==> src/rtl/ps2_pkg.sv <==
// Shared PS/2 definitions: host-transmit FSM states, default timing constants and parity helper.
package ps2_pkg;

    localparam int unsigned DefInhibitCycles = 12000;
    localparam int unsigned DefTimeoutCycles = 2000000;
    localparam int unsigned DefFilterLen     = 8;

    typedef enum logic [2:0] {
        StIdle,
        StRts,
        StStart,
        StData,
        StStop,
        StAck,
        StWaitRel
    } ps2_tx_state_e;

    // Odd parity: data plus parity bit always carry an odd number of ones.
    function automatic logic odd_parity(input logic [7:0] data);
        return ~(^data);
    endfunction

endpackage

==> src/rtl/ps2_clk_filter.sv <==
// PS/2 clock debounce: a new level is accepted after FILTER_LEN equal samples; a registered
// falling-edge tick follows one cycle after the filtered level drops.
module ps2_clk_filter
    import ps2_pkg::*;
#(
    parameter int unsigned FILTER_LEN = DefFilterLen
) (
    input  logic clk_i,
    input  logic rst_ni,
    input  logic ps2c_i,
    output logic ps2c_filt_o,
    output logic fall_tick_o
);

    localparam int unsigned CntW = $clog2(FILTER_LEN + 1);

    logic [CntW-1:0] cnt_q, cnt_d;
    logic            filt_q, filt_d;
    logic            filt_prev_q;
    logic            fall_q;

    // Any sample equal to the current level restarts the run of differing samples.
    always_comb begin
        filt_d = filt_q;
        cnt_d  = '0;
        if (ps2c_i != filt_q) begin
            if (cnt_q == CntW'(FILTER_LEN - 1)) begin
                filt_d = ps2c_i;
            end else begin
                cnt_d = cnt_q + 1'b1;
            end
        end
    end

    always_ff @(posedge clk_i or negedge rst_ni) begin
        if (!rst_ni) begin
            cnt_q       <= '0;
            filt_q      <= 1'b1;
            filt_prev_q <= 1'b1;
            fall_q      <= 1'b0;
        end else begin
            cnt_q       <= cnt_d;
            filt_q      <= filt_d;
            filt_prev_q <= filt_q;
            fall_q      <= filt_prev_q & ~filt_q;
        end
    end

    assign ps2c_filt_o = filt_q;
    assign fall_tick_o = fall_q;

endmodule

==> src/rtl/ps2_host_tx.sv <==
// PS/2 host-to-device command transmitter: request-to-send, 11-clock frame, device ACK check
// and an edge watchdog that aborts a stalled frame.
module ps2_host_tx
    import ps2_pkg::*;
#(
    parameter int unsigned INHIBIT_CYCLES = DefInhibitCycles,
    parameter int unsigned TIMEOUT_CYCLES = DefTimeoutCycles,
    parameter int unsigned FILTER_LEN     = DefFilterLen
) (
    input  logic       clk,
    input  logic       reset,
    input  logic       wr_ps2,
    input  logic [7:0] din,
    input  logic       ps2c_in,
    input  logic       ps2d_in,
    output logic       ps2c_oe,
    output logic       ps2d_oe,
    output logic       tx_idle,
    output logic       tx_done_tick,
    output logic       ack_err
);

    localparam int unsigned CntMax = (INHIBIT_CYCLES > TIMEOUT_CYCLES) ? INHIBIT_CYCLES
                                                                       : TIMEOUT_CYCLES;
    localparam int unsigned CntW   = $clog2(CntMax + 1);

    ps2_tx_state_e   state_q;
    logic [8:0]      shreg_q;
    logic [CntW-1:0] cnt_q;
    logic [3:0]      bit_cnt_q;
    logic            ack_bit_q;
    logic            ps2c_oe_q;
    logic            ps2d_oe_q;
    logic            idle_q;
    logic            done_q;
    logic            ack_err_q;

    logic            ps2c_filt;
    logic            fall_tick;
    logic            wdog_active;
    logic            wdog_expired;

    ps2_clk_filter #(
        .FILTER_LEN(FILTER_LEN)
    ) u_clk_filter (
        .clk_i      (clk),
        .rst_ni     (reset),
        .ps2c_i     (ps2c_in),
        .ps2c_filt_o(ps2c_filt),
        .fall_tick_o(fall_tick)
    );

    // RTS and the watchdog never overlap, so they share one counter.
    assign wdog_active  = !(state_q inside {StIdle, StRts});
    assign wdog_expired = wdog_active && (cnt_q == CntW'(TIMEOUT_CYCLES - 1));

    always_ff @(posedge clk or negedge reset) begin
        if (!reset) begin
            state_q   <= StIdle;
            shreg_q   <= '0;
            cnt_q     <= '0;
            bit_cnt_q <= '0;
            ack_bit_q <= 1'b0;
            ps2c_oe_q <= 1'b0;
            ps2d_oe_q <= 1'b0;
            idle_q    <= 1'b1;
            done_q    <= 1'b0;
            ack_err_q <= 1'b0;
        end else begin
            done_q <= 1'b0;
            if (wdog_expired) begin
                state_q   <= StIdle;
                cnt_q     <= '0;
                ps2c_oe_q <= 1'b0;
                ps2d_oe_q <= 1'b0;
                idle_q    <= 1'b1;
                done_q    <= 1'b1;
                ack_err_q <= 1'b1;
            end else begin
                if (wdog_active) begin
                    cnt_q <= fall_tick ? '0 : cnt_q + 1'b1;
                end
                unique case (state_q)
                    StIdle: begin
                        if (wr_ps2) begin
                            shreg_q   <= {odd_parity(din), din};
                            cnt_q     <= '0;
                            bit_cnt_q <= '0;
                            ps2c_oe_q <= 1'b1;
                            ps2d_oe_q <= 1'b1;
                            idle_q    <= 1'b0;
                            state_q   <= StRts;
                        end
                    end
                    StRts: begin
                        if (cnt_q == CntW'(INHIBIT_CYCLES - 1)) begin
                            cnt_q     <= '0;
                            ps2c_oe_q <= 1'b0;
                            state_q   <= StStart;
                        end else begin
                            cnt_q <= cnt_q + 1'b1;
                        end
                    end
                    StStart: begin
                        if (fall_tick) begin
                            ps2d_oe_q <= ~shreg_q[0];
                            bit_cnt_q <= '0;
                            state_q   <= StData;
                        end
                    end
                    StData: begin
                        // Edge 1 already presented data bit 0; edges 2..9 shift in the rest.
                        if (fall_tick) begin
                            if (bit_cnt_q == 4'd8) begin
                                ps2d_oe_q <= 1'b0;
                                state_q   <= StStop;
                            end else begin
                                shreg_q   <= {1'b0, shreg_q[8:1]};
                                ps2d_oe_q <= ~shreg_q[1];
                                bit_cnt_q <= bit_cnt_q + 1'b1;
                            end
                        end
                    end
                    StStop: begin
                        if (fall_tick) begin
                            ack_bit_q <= ps2d_in;
                            state_q   <= StAck;
                        end
                    end
                    StAck: begin
                        state_q <= StWaitRel;
                    end
                    StWaitRel: begin
                        if (ps2c_filt && ps2d_in) begin
                            cnt_q     <= '0;
                            idle_q    <= 1'b1;
                            done_q    <= 1'b1;
                            ack_err_q <= ack_bit_q;
                            state_q   <= StIdle;
                        end
                    end
                    default: begin
                        state_q <= StIdle;
                    end
                endcase
            end
        end
    end

    assign ps2c_oe      = ps2c_oe_q;
    assign ps2d_oe      = ps2d_oe_q;
    assign tx_idle      = idle_q;
    assign tx_done_tick = done_q;
    assign ack_err      = ack_err_q;

endmodule

==> config.mk <==
export PLATFORM = sky130hd
export DESIGN_NAME = ps2_host_tx
export DESIGN_NICKNAME = d
export VERILOG_FILES = /design/src/rtl/ps2_pkg.sv /design/src/rtl/ps2_clk_filter.sv /design/src/rtl/ps2_host_tx.sv
export SDC_FILE = /design/constraint.sdc
export NUM_CORES = 1
export LEC_CHECK = 0
export CORE_UTILIZATION = 45
export DETAILED_ROUTE_END_ITERATION = 8
export PLACE_DENSITY_LB_ADDON = 0.12
export SETUP_SLACK_MARGIN = 0.4
export SKIP_CTS_REPAIR_TIMING = 1
export SYNTH_ARGS = -nofsm -noshare
export SYNTH_HDL_FRONTEND = slang
export SYNTH_HIERARCHICAL = 1
export SYNTH_SLANG_ARGS = --single-unit
==> constraint.sdc <==
create_clock -name clk -period 2.2 [get_ports clk]
set_clock_uncertainty 0.1 [all_clocks]
set_input_delay 0.44 -clock clk [delete_from_list [all_inputs] [get_ports clk]]
set_output_delay 0.44 -clock clk [all_outputs]
set_load 0.1 [all_outputs]
==> Yosys cells after proc, flatten, opt, wreduce, memory -nomap -nowiden <==
Index checks and enable logic that the tools add are counted.
W data, S select, Z words.
{ "totals": {"register_bits": 50, "input_bits": 13, "out_inout_bits": 5, "wordCells": 113} }
{ "classes": {"add_sub_neg": 3, "eq_ne": 22, "n_mux": 46, "bitwise": 6, "n_reduce_logical": 22} }
{ "ops": {"columns": ["op", "count"], "rows": [
  ["$mux W21", 6],
  ["$pmux W21 S3", 1],
  ["$mux W9", 3],
  ["$mux W3", 8],
  ["$mux W4", 6],
  ["$add A21 B1 Y21 const B", 1],
  ["$eq A21 B14 Y1 const B", 1],
  ["$eq A21 B21 Y1 const B", 1],
  ["$pmux W3 S7", 1],
  ["$pmux W9 S2", 1],
  ["$mux W1", 16],
  ["$ne A3 B2 Y1 const B", 4],
  ["$pmux W4 S3", 1],
  ["$eq A3 B3 Y1 const B", 3],
  ["$ne A3 B3 Y1 const B", 3],
  ["$reduce_and A3 Y1", 3],
  ["$reduce_bool A3 Y1", 3],
  ["$add A4 B1 Y4 const B", 2],
  ["$reduce_bool A2 Y1", 4],
  ["$reduce_xor A8 Y1", 1],
  ["$reduce_and A7 Y1", 1],
  ["$eq A3 B2 Y1 const B", 2],
  ["$reduce_and A6 Y1", 1],
  ["$not A1 Y1", 5],
  ["16 further kinds", 21]
]} }

==> Logic depth before layout (Yosys ltp) <==
{ "logic_depth": {"ltp_word": 6, "depth_mapped": 10} }

==> Cells and area by module <==
The synthesis kept the hierarchy.
{ "by_module_without_submodules": {"columns": ["mod", "instances", "cells_per_inst", "area_each_um2", "seq_area_each_um2"], "rows": [
  ["ps2_host_tx", 1, 287, 2552.4, 1077.3],
  ["ps2_clk_filter", 1, 20, 294.0, 177.7]
]} }

==> Worst setup path before layout <==
Ideal clock, no wire load.
{ "synth_path": {"path_kind": "register -> register", "start": "reg, netlist name cnt_q[7]", "end": "reg, netlist name cnt_q[7]", "setup_ns": 0.138, "t_arrival_ns": 2.062, "required_time_ns": 1.962, "path_slack_ns": -0.100, "stages_incl_launch_ff": 9, "path_buffers": 2, "path_cell_list": "dfrtp_1 or4b_1 or4_4 nor3_4 buf_6 a21oi_4 buf_6 a41oi_1 a31oi_1"} }

==> summary.log <==
[global_routing] first-pass GRT wire length 11.2 mm
[logic_synthesis] number of distinct library cell variants in the gate-level netlist after synthesis 61
[worst_setup_path] worst reg2reg path depth 7
[worst_setup_path] Largest stage delay, worst path 540 ps
[min_path] worst hold endpoint u_clk_filter/filt_prev_q
[place] input/output buffers 17
[status] violations in the final reports setup timing
[clock_network] number of buffers created by CTS 5
[floorplan] Core Region 6030 um2
[logic_synthesis] Yosys warnings 6
[worst_setup_path] crit path launch type register
[logic_synthesis] mean instance size in the synthesized netlist 9.27 um2
[layout] number of nets in the final layout 399
[floorplan] number of rows created at floorplan 28
[route] Residual DRC 0
[timing] final period demand of the worst path 2360 ps
[layout] ant diodes 0
[route] Routed Wire Length 7.09 mm
[logic_synthesis] count of flip-flops with a built-in enable after synthesis 0
[worst_setup_path] CP endpoint kind register
[worst_setup_path] worst-path fanout max 7
[timing] Final period util 107%
[logic_synthesis] fraction of the mapped netlist area in simple logic gates 22.4%
[route] iteration count of the initial detailed-routing pass 4
[global_routing] all-layer global routing usage 22.0%
[logic_synthesis] cell types with the largest area share after synthesis sky130_fd_sc_hd__dfrtp_1 41%, sky130_fd_sc_hd__nand2_1 4.0%, sky130_fd_sc_hd__a21oi_1 3.9%
[floorplan] effective utilization at floorplan 47.2%
[status] result of the run finished with violations
[clock_network] Root Buffer sky130_fd_sc_hd__clkbuf_8
[clock_network] clock transition at the registers of the reported paths 100 ps
[power] Power Density 1210 nW/um2
[power] leak pwr 1.71 nW
[global_routing] maximum number of pins on one net before global-route repair 33
[layout] share of post-route cells with drive strength above 1 29.8%
[logic_synthesis] most used flip-flop cell after synthesis sky130_fd_sc_hd__dfrtp_1
[min_path] Worst Hold Path Cells 0
[min_path] Worst Hold Launch u_clk_filter/ps2c_filt_o
[logic_synthesis] arithmetic-cell share of the synthesized area counting full adders, half adders and majority gates 1.76%
[min_path] type of the most critical hold path register to register
[floorplan] Die Y 81.5 um
[timing] unrepaired setup endpoints after global routing true
[timing] fmax 424 MHz
[worst_setup_path] Reg2Reg Setup Slack -160 ps
[clock_network] Clock Tree Buf Depth 2
[global_routing] initial antenna violation count 0
[logic_synthesis] compound-gate portion of the synthesized area 20.2%
[floorplan] Top-Level Pins 18
[logic_synthesis] post-synthesis register bit count 50
[power] Flop pwr share 29.8%
[place] total instance count after detailed placement 435
[power] combinational power share 52.8%
[route] DRC violation total after the first TritonRoute iteration 110
[clock_network] Sinks on Clock Net 50
[route] post-route ant nets 0
[global_routing] via count of the first global-routing pass 2362
[logic_synthesis] Net Count, Synth 324
[clock_network] latest clock arrival within the worst-skew pair 310 ps
[run] number of violations of the max-capacitance limit 0
[timing] final hold vios 0
[logic_synthesis] multiplexer share of the synthesized area 3.74%
[layout] Finished Layout Cells 458
[worst_setup_path] ordered cell list for the critical path or4b_4 > or4_4 > nor3_4 > buf_6 > a21oi_4 > a21o_1 > a22o_1
[logic_synthesis] Cells after Synth 307
[power] power spent charging and discharging nets 1.92 mW
[route] vias after detailed routing 2611
[floorplan] die width 81.5 um
[worst_setup_path] reg-to-reg endpoint cnt_q[15]
[logic_synthesis] netlist area before placement 2850 um2
[route] mean routed wirelength per cell 15.5 um
[worst_setup_path] Req. time, crit path 2300 ps
[power] Cell Int Power 2.72 mW
[layout] share of the core filled with cells in the final layout 63.7%
[logic_synthesis] most frequently used cell type in the post-synthesis netlist sky130_fd_sc_hd__dfrtp_1
[floorplan] total die area 6650 um2
[power] sw frac 41.4%
[timing] slew at the pin closest to its max-slew limit 589 ps
[worst_setup_path] gate family responsible for the most delay along the worst path simple AND/OR/NAND/NOR gates
[logic_synthesis] register area share after synthesis 44.1%
[place] Final HPWL DP 4.85 mm
[global_routing] Overflow after GRT 0
[clock_network] CTS tree done
[timing] worst relative slew slack 60.5%
[timing] total of endpoints with negative setup slack in the final report 18
[place] global placer's final weighted congestion 0.910
[layout] area growth from synthesis to layout 34.8%
[worst_setup_path] number of buffers and inverters on the critical path 1
[worst_setup_path] critical setup path kind register to register
[power] worst vdd ir 0.000746 V
[route] average via count per standard cell 5.70
[logic_synthesis] most instantiated cells after synthesis 47 x sky130_fd_sc_hd__dfrtp_1, 30 x sky130_fd_sc_hd__nand2_1, 25 x sky130_fd_sc_hd__nor2_1, 22 x sky130_fd_sc_hd__a21oi_1, 19 x sky130_fd_sc_hd__o21ai_0
[clock_network] H-tree levels 2
[logic_synthesis] dominant combinational cell family by area after synthesis simple AND/OR/NAND/NOR gates
[timing] Slew Viols, Final 0
[logic_synthesis] area fraction of the dominant cell type after synthesis 41.3%
[logic_synthesis] fraction of synthesized cell area in xor and xnor cells 3.69%
[worst_setup_path] slowest stage cell, crit path sky130_fd_sc_hd__or4b_4
[logic_synthesis] post-synth top area cell sky130_fd_sc_hd__dfrtp_1
[timing] final critical-path setup slack -159 ps
[worst_setup_path] Worst EP arrival 2460 ps
[power] share of total power in the clock network 17.4%
[worst_setup_path] reg2reg start cnt_q[7]
[logic_synthesis] proportion of register bits with asynchronous set or reset after synthesis 100%
## worst max path at each step
stage / from / end / depth (start not counted)
floorplan: cnt_q[7] / cnt_q[7] / 8
global placement: wr_ps2 / shreg_q[8] / 6
detailed placement: wr_ps2 / shreg_q[7] / 5
CTS: cnt_q[7] / bit_cnt_q[2] / 7
global route: cnt_q[7] / cnt_q[15] / 7
finish: cnt_q[7] / cnt_q[15] / 7
## through the flow
stage | worst slack [ps] | setup TNS (ps) | instance area, um2 | hold slack (ps) | power [mW]
after floorplan | -90.7 | -405 | 2920 | 44.4 | 2.90
after global placement | -106 | -1090 | 3470 | 289 | 3.54
after detailed placement | -132 | -1500 | 3470 | 290 | 3.58
after CTS | -119 | -1380 | 3620 | -15.3 | 4.39
after global routing | -199 | -2960 | 3840 | 315 | 4.93
final | -159 | -1040 | 3840 | 303 | 4.63
## layout make-up
class | instances | area (um2)
multi-input combinational | 235 | 1620
sequential | 50 | 1260
clock buffer | 6 | 82.6
clock inverter | 2 | 60.1
timing repair buffer | 81 | 691
tap | 75 | 93.8
inverter | 9 | 33.8
fill | 508 | 2190
## logic make-up (layout without fill, tap and decap cells)
| group | count (synthesis) | after routing |
|---|---|---|
| AO/OA/AOI/OAI | 88 | 89 |
| AND/OR/NAND/NOR | 118 | 120 |
| adder cells (fa/ha/maj) | 4 | 4 |
| flip-flops | 50 | 50 |
| XOR/XNOR | 12 | 12 |
| multiplexers | 10 | 10 |
| buffers and inverters | 25 | 98 |
## per-layer routing
layer	vias to the layer above	GRT usage (%)	part of all wire [%]
met1	1247	27.2	44
li1	1289	-	-
met4	0	9.82	3.0
met2	57	37.4	49
met5	-	0	0
met3	18	3.89	3.3
## state kept, by name, indices dropped and copies added (netlist names)
signal / count
ack_bit_q: 1
ack_err: 1
bit_cnt_q: 4
cnt_q: 21
ps2c_oe: 1
ps2d_oe: 1
shreg_q: 9
state_q: 3
tx_done_tick: 1
tx_idle: 1
u_clk_filter/cnt_q: 4
u_clk_filter/fall_tick_o: 1
u_clk_filter/filt_prev_q: 1
u_clk_filter/ps2c_filt_o: 1
## power by group through the flow
| stage | Clock, mW | Sequential, mW | Combinational (mW) |
|---|---|---|---|
| after floorplan | 0 | 1.62 | 1.28 |
| after global placement | 0 | 1.39 | 2.16 |
| after detailed placement | 0 | 1.39 | 2.18 |
| after CTS | 0.814 | 1.38 | 2.19 |
| after global routing | 0.854 | 1.42 | 2.67 |
| final | 0.805 | 1.38 | 2.45 |
## placed cells by master (no fill, tap or decap), drive strengths merged, types with 3 or more instances in the layout
cell type,instances
buf,69
dfrtp,47
nand2,30
nor2,25
a21oi,24
o21ai,21
nand3,12
xnor2,11
clkdlybuf4s50,11
a31oi,10
nor3,10
inv,9
mux2i,8
nand4,6
clkbuf,6
and4,6
a211oi,5
nor2b,4
ha,4
or3,3
a21o,3
a22o,3
and3,3
o211ai,3
nand2b,3
dfstp,3
nor3b,3
o31ai,3
and2,3
a41oi,3
Note: power is estimated with default switching activity, not from simulation.
